<file path="src/rtl/bf16_pkg.sv">
// bf16_pkg
// Shared definitions for the bf16 adder operand path.
//   BF16_E / BF16_M  : exponent and stored-mantissa widths of a bf16 word
//   BF16_CANON_NAN   : canonical quiet NaN produced for invalid operations
//   bf16_op_t        : unpacked operand {s, e, m}
//   skid_state_t     : occupancy of the 2-entry skid buffer
package bf16_pkg;

    localparam int BF16_E = 8;
    localparam int BF16_M = 7;

    localparam logic [BF16_E+BF16_M:0] BF16_CANON_NAN = 16'h7FC0;

    typedef struct packed {
        logic              s;
        logic [BF16_E-1:0] e;
        logic [BF16_M-1:0] m;
    } bf16_op_t;

    typedef enum logic [1:0] {
        EMPTY = 2'd0,
        ONE   = 2'd1,
        FULL  = 2'd2
    } skid_state_t;

endpackage

</file>
<file path="src/rtl/bf16_classify.sv">
// bf16_classify
// Combinational decode of one raw bf16 word.
// Ports:
//   word    : raw operand {s, e, m}
//   s, e, m : unpacked fields; m is forced to 0 when e == 0 (subnormal flush)
//   is_zero : exact zero (e == 0, m == 0)
//   is_sub  : subnormal (e == 0, m != 0), flushed to signed zero
//   is_inf  : e all-ones, m == 0
//   is_nan  : e all-ones, m != 0
module bf16_classify #(
    parameter int E = 8,
    parameter int M = 7
) (
    input  logic [E+M:0] word,
    output logic         s,
    output logic [E-1:0] e,
    output logic [M-1:0] m,
    output logic         is_zero,
    output logic         is_sub,
    output logic         is_inf,
    output logic         is_nan
);

    logic         exp_zero_s;
    logic         exp_ones_s;
    logic         man_zero_s;

    assign exp_zero_s = (word[E+M-1:M] == {E{1'b0}});
    assign exp_ones_s = (word[E+M-1:M] == {E{1'b1}});
    assign man_zero_s = (word[M-1:0] == {M{1'b0}});

    assign s       = word[E+M];
    assign e       = word[E+M-1:M];
    // Subnormals lose their mantissa so they read as signed zero downstream.
    assign m       = exp_zero_s ? {M{1'b0}} : word[M-1:0];

    assign is_zero = exp_zero_s & man_zero_s;
    assign is_sub  = exp_zero_s & ~man_zero_s;
    assign is_inf  = exp_ones_s & man_zero_s;
    assign is_nan  = exp_ones_s & ~man_zero_s;

endmodule

</file>
<file path="src/rtl/bf16_add_operand_stage.sv">
// bf16_add_operand_stage
// Registered valid/ready operand stage in front of the combinational bf16
// adder. Each accepted pair is unpacked, subnormals flushed to signed zero,
// and stored in a 2-entry skid buffer so ready_o is a pure flop output.
// Optional feature macro: BF16_SPECIAL_BYP_EN -- when defined, zero/inf/NaN
// operand combinations are resolved here and the replacement result travels
// with its pair (byp_*); otherwise byp_* are constant 0.
// Ports:
//   clk, nreset          : clock, asynchronous active-low reset
//   valid_i/ready_o      : upstream handshake, a_i/b_i raw operands
//   valid_o/ready_i      : downstream handshake toward the adder
//   sa_o..mb_o           : unpacked, flushed operand fields
//   byp_o, byp_s_o/e/m_o : special-case flag and replacement result
module bf16_add_operand_stage
    import bf16_pkg::*;
#(
    parameter int E = BF16_E,
    parameter int M = BF16_M
) (
    input  logic         clk,
    input  logic         nreset,
    input  logic         valid_i,
    output logic         ready_o,
    input  logic [E+M:0] a_i,
    input  logic [E+M:0] b_i,
    output logic         valid_o,
    input  logic         ready_i,
    output logic         sa_o,
    output logic         sb_o,
    output logic [E-1:0] ea_o,
    output logic [E-1:0] eb_o,
    output logic [M-1:0] ma_o,
    output logic [M-1:0] mb_o,
    output logic         byp_o,
    output logic         byp_s_o,
    output logic [E-1:0] byp_e_o,
    output logic [M-1:0] byp_m_o
);

    localparam int W  = 1 + E + M;
    localparam int DW = 2 * W;

    skid_state_t   state_r;
    logic          valid_r;
    logic          ready_r;
    logic [DW-1:0] main_r;
    logic [DW-1:0] skid_r;

    logic          a_sign_s, b_sign_s;
    logic [E-1:0]  a_exp_s,  b_exp_s;
    logic [M-1:0]  a_man_s,  b_man_s;
    logic          a_zero_s, b_zero_s;
    logic          a_sub_s,  b_sub_s;
    logic          a_inf_s,  b_inf_s;
    logic          a_nan_s,  b_nan_s;

    logic          in_xfer_s;
    logic          out_xfer_s;
    logic          load_main_s;
    logic          move_skid_s;
    logic          load_skid_s;
    logic [DW-1:0] data_new_s;

    bf16_classify #(.E(E), .M(M)) u_class_a (
        .word    (a_i),
        .s       (a_sign_s),
        .e       (a_exp_s),
        .m       (a_man_s),
        .is_zero (a_zero_s),
        .is_sub  (a_sub_s),
        .is_inf  (a_inf_s),
        .is_nan  (a_nan_s)
    );

    bf16_classify #(.E(E), .M(M)) u_class_b (
        .word    (b_i),
        .s       (b_sign_s),
        .e       (b_exp_s),
        .m       (b_man_s),
        .is_zero (b_zero_s),
        .is_sub  (b_sub_s),
        .is_inf  (b_inf_s),
        .is_nan  (b_nan_s)
    );

    assign data_new_s = {a_sign_s, a_exp_s, a_man_s, b_sign_s, b_exp_s, b_man_s};

    assign in_xfer_s   = valid_i & ready_r;
    assign out_xfer_s  = valid_r & ready_i;
    // ready_r is low in FULL, so in_xfer_s never fires there.
    assign load_main_s = in_xfer_s & ((state_r == EMPTY) | ((state_r == ONE) & out_xfer_s));
    assign load_skid_s = in_xfer_s & (state_r == ONE) & ~out_xfer_s;
    assign move_skid_s = out_xfer_s & (state_r == FULL);

    // Skid occupancy FSM with registered valid/ready.
    always_ff @(posedge clk or negedge nreset) begin
        if (!nreset) begin
            state_r <= EMPTY;
            valid_r <= 1'b0;
            ready_r <= 1'b0;
        end else begin
            case (state_r)
                EMPTY: begin
                    ready_r <= 1'b1;
                    if (in_xfer_s) begin
                        state_r <= ONE;
                        valid_r <= 1'b1;
                    end else begin
                        valid_r <= 1'b0;
                    end
                end
                ONE: begin
                    if (in_xfer_s && !out_xfer_s) begin
                        state_r <= FULL;
                        valid_r <= 1'b1;
                        ready_r <= 1'b0;
                    end else if (!in_xfer_s && out_xfer_s) begin
                        state_r <= EMPTY;
                        valid_r <= 1'b0;
                        ready_r <= 1'b1;
                    end else begin
                        valid_r <= 1'b1;
                        ready_r <= 1'b1;
                    end
                end
                FULL: begin
                    valid_r <= 1'b1;
                    if (out_xfer_s) begin
                        state_r <= ONE;
                        ready_r <= 1'b1;
                    end else begin
                        ready_r <= 1'b0;
                    end
                end
                default: begin
                    state_r <= EMPTY;
                    valid_r <= 1'b0;
                    ready_r <= 1'b1;
                end
            endcase
        end
    end

    // Operand data for the main and skid entries.
    always_ff @(posedge clk or negedge nreset) begin
        if (!nreset) begin
            main_r <= {DW{1'b0}};
            skid_r <= {DW{1'b0}};
        end else begin
            if (load_main_s) begin
                main_r <= data_new_s;
            end else if (move_skid_s) begin
                main_r <= skid_r;
            end
            if (load_skid_s) begin
                skid_r <= data_new_s;
            end
        end
    end

    assign valid_o = valid_r;
    assign ready_o = ready_r;
    assign {sa_o, ea_o, ma_o, sb_o, eb_o, mb_o} = main_r;

`ifdef BF16_SPECIAL_BYP_EN
    localparam logic [W-1:0] CANON_NAN = {1'b0, {E{1'b1}}, 1'b1, {(M-1){1'b0}}};

    logic          byp_new_s;
    logic [W-1:0]  byp_word_s;
    logic          a_fz_s, b_fz_s;
    logic          byp_main_r, byp_skid_r;
    logic [W-1:0]  byp_res_main_r, byp_res_skid_r;

    // Subnormals count as zero once flushed.
    assign a_fz_s = a_zero_s | a_sub_s;
    assign b_fz_s = b_zero_s | b_sub_s;

    // Special-operand resolution in priority order.
    always_comb begin
        byp_new_s  = 1'b0;
        byp_word_s = {W{1'b0}};
        if (a_nan_s || b_nan_s) begin
            byp_new_s  = 1'b1;
            byp_word_s = CANON_NAN;
        end else if (a_inf_s && b_inf_s && (a_sign_s != b_sign_s)) begin
            byp_new_s  = 1'b1;
            byp_word_s = CANON_NAN;
        end else if (a_inf_s) begin
            byp_new_s  = 1'b1;
            byp_word_s = {a_sign_s, a_exp_s, a_man_s};
        end else if (b_inf_s) begin
            byp_new_s  = 1'b1;
            byp_word_s = {b_sign_s, b_exp_s, b_man_s};
        end else if (a_fz_s && b_fz_s) begin
            // Round-toward-zero: the sum is -0 only when both are -0.
            byp_new_s  = 1'b1;
            byp_word_s = {a_sign_s & b_sign_s, {E{1'b0}}, {M{1'b0}}};
        end else if (a_fz_s) begin
            byp_new_s  = 1'b1;
            byp_word_s = {b_sign_s, b_exp_s, b_man_s};
        end else if (b_fz_s) begin
            byp_new_s  = 1'b1;
            byp_word_s = {a_sign_s, a_exp_s, a_man_s};
        end else begin
            byp_new_s  = 1'b0;
            byp_word_s = {W{1'b0}};
        end
    end

    // Bypass result follows its pair through main/skid.
    always_ff @(posedge clk or negedge nreset) begin
        if (!nreset) begin
            byp_main_r     <= 1'b0;
            byp_skid_r     <= 1'b0;
            byp_res_main_r <= {W{1'b0}};
            byp_res_skid_r <= {W{1'b0}};
        end else begin
            if (load_main_s) begin
                byp_main_r     <= byp_new_s;
                byp_res_main_r <= byp_word_s;
            end else if (move_skid_s) begin
                byp_main_r     <= byp_skid_r;
                byp_res_main_r <= byp_res_skid_r;
            end
            if (load_skid_s) begin
                byp_skid_r     <= byp_new_s;
                byp_res_skid_r <= byp_word_s;
            end
        end
    end

    assign byp_o = byp_main_r;
    assign {byp_s_o, byp_e_o, byp_m_o} = byp_res_main_r;
`else
    // Classification flags only feed the bypass logic; collected here so the
    // default build carries no dangling nets.
    logic unused_class_s;
    assign unused_class_s = ^{a_zero_s, a_sub_s, a_inf_s, a_nan_s,
                              b_zero_s, b_sub_s, b_inf_s, b_nan_s};

    assign byp_o   = 1'b0;
    assign byp_s_o = 1'b0;
    assign byp_e_o = {E{1'b0}};
    assign byp_m_o = {M{1'b0}};
`endif

endmodule

</file>
<file path="config.mk">
export PLATFORM = sky130hd
export DESIGN_NAME = bf16_add_operand_stage
export DESIGN_NICKNAME = d
export VERILOG_FILES = /design/src/rtl/bf16_pkg.sv /design/src/rtl/bf16_classify.sv /design/src/rtl/bf16_add_operand_stage.sv
export SDC_FILE = /design/constraint.sdc
export NUM_CORES = 1
export LEC_CHECK = 0
export CORE_AREA = 2 2 88 90
export CTS_CLUSTER_DIAMETER = 40
export DETAILED_ROUTE_END_ITERATION = 7
export DIE_AREA = 0 0 90 92
export GPL_ROUTABILITY_DRIVEN = 1
export PLACE_DENSITY = 0.94
export REMOVE_ABC_BUFFERS = 1
export SLEW_MARGIN = 20
export SYNTH_ARGS = -nofsm -noshare
export SYNTH_HDL_FRONTEND = slang
export SYNTH_HIERARCHICAL = 1
export SYNTH_SLANG_ARGS = --single-unit
</file>
<file path="constraint.sdc">
create_clock -name clk -period 2.5 [get_ports clk]
set_input_delay 0.375 -clock clk [delete_from_list [all_inputs] [get_ports clk]]
set_output_delay 0.375 -clock clk [all_outputs]
set_load 0.03 [all_outputs]
</file>
==> qor.csv <==
metric,value,unit
crit path DAT,2.27,ns
Root Buffer,clkbuf_8,
final setup violation count,0,
Reg2Reg Depth,6,
synth-to-layout area growth,19.7,%
vias in the first global route,2291,
Final period util,82.1,%
Sum Neg Setup Slack,0,ns
Worst Setup End Kind,flop,
Lkg Pwr,2.12,nW
post-detailed-route count of antenna-violating nets,0,
share of cells above drive strength 1,38.1,%
clock transition at the registers of the reported paths,0.07,ns
Worst-Margin Slew,0.708,ns
CP max FO,13,
Worst-Skew Late Latency,0.33,ns
pre-CTS setup slack,0.210,ns
power share of the clock group,13.2,%
"Hold-fix buffers, CTS",0,
Crit path buffers/inverters,2,
pwr/cell area,1290,mW/mm^2
Register Area,0.00170,mm^2
n_diodes,0,
"commonest non-fill, non-tap cells in the layout","clkdlybuf4s50_1 (68), dfrtp_1 (68), mux2_4 (58)",
Final #Nets,359,
VDD IR max,0.630,mV
Internal,3.78,mW
Core ar.,0.00745,mm^2
Initial Util,51.0,%
# rows,32,
syn_area_per_cell,14.5,um^2
fin util,61.0,%
total wire length,6980,um
slew margin rel.,52.4,%
Post-Syn Area,0.00380,mm^2
post-CTS setup buffers,0,
drt pass-1 iters,4,
Placed Instances,409,
crit path kind,flop to flop,
Gate Count Post-Synth,262,
endpoints failing hold,0,
post-CTS sizing,0,
first-pass GRT wire length,11500,um
clk_skew,0.00604,ns
via count,2188,
dpl cell area,0.00438,mm^2
hold slack,0.0896,ns
Logic pwr share,52.2,%
f_max,487,MHz
internal reg-to-reg setup slack,0.45,ns
unrepaired setup endpoints after global routing,false,
TritonCTS buffer count,9,
cell mode on critical path,mux2_4,
Die Height,92,um
Final WS setup,0.447,ns
status,completed,
worst hold path class,input pin to async pin,
CTS tree,yes,
Initial DRC Count,73,
Ys Warns,6,
IO buf count,69,
vias per inst,5.15,
Finished Cell Area,0.00454,mm^2
multi-input logic area,0.00177,mm^2
final-layout fill cell count,577,
die area,0.00828,mm^2
worst r2r src,state_r[0],
Psw,2.07,mW
DR WL/cell,16.4,um
Final Power,5.85,mW
critical path's largest stage delay,0.43,ns
Tot GR Track Use,17.5,%
fin. max-slew vios,0,
largest net degree at the start of global routing,35,
Critical Path Start Type,flop,
Max-Cap Viols,0,
total global routing overflow,0,
post-route insts no fill,425,
htree depth,3,
slowest CP cell,dfrtp_1,
RR Endpoint,main_r[26],
Sink Count,68,
# DRC,0,
Clock Tree Buf Depth,2,
worst path cell trace,"inv_1, ha_1, nand3_4, buf_12, mux2_4, mux2_4",
Worst path top cell family by delay,multiplexers,
share of power burned in registers,34.6,%
DP HPWL,4990,um
Sw Share,35.4,%
Ports,87,
GP Congestion,0.944,
initial antenna violation count,0,
Worst Path Required,2.72,ns
die width,90,um
post-route minimum period,2.05,ns
sequential cells by signal, summed over array words and instances (netlist names):
signal   count
valid_o      1
ready_o      1
skid_r      32
state_r      2
main_r      32
layer usage:
metal / routed length, um / vias up / GRT usage [%] / part of all wire [%]
li1: - / 993 / - / -
met1: 2990 / 1114 / 21.6 / 43
met2: 3580 / 76 / 30.6 / 51
met3: 360 / 5 / 5.09 / 5.2
met4: 46 / 0 / 3.59 / 0.66
met5: 0 / - / 0 / 0
power by group through the flow:
stage,registers [mW],logic [mW],clock network [mW]
floorplan,2.51,1.61,0
finish,2.02,3.05,0.773
global route,2.09,3.24,0.838
global placement,2.00,2.99,0
detailed placement,2.04,3.08,0
CTS,2.03,3.09,0.801
worst max-delay path by stage:
stage / start / to / slack, ns / cells past startpoint
global placement: valid_i / skid_r[2] / 0.26 / 4
detailed placement: valid_i / skid_r[2] / 0.21 / 4
CTS: state_r[0] / main_r[6] / 0.45 / 6
finish: state_r[0] / main_r[26] / 0.45 / 6
global route: state_r[0] / main_r[25] / 0.35 / 6
floorplan: valid_o / main_r[3] / 0.29 / 3
layout make-up:
cell class,count,share of cell area (%)
clock buffer,11,3.11
inverter,4,0.330
multi-input combinational,161,39.0
clock inverter,5,0.606
sequential,68,37.4
timing repair buffer,74,16.7
tap,102,2.81
worst register-to-register path, delay by kind of cell (launching register included):
family | cells | cell delay [ns]
buffers and inverters | 2 | 0.40
adders and majority gates | 1 | 0.27
and+or+nand+nor | 1 | 0.28
muxes | 2 | 0.56
DFF | 1 | 0.43
(Power assumes the default switching activity.)
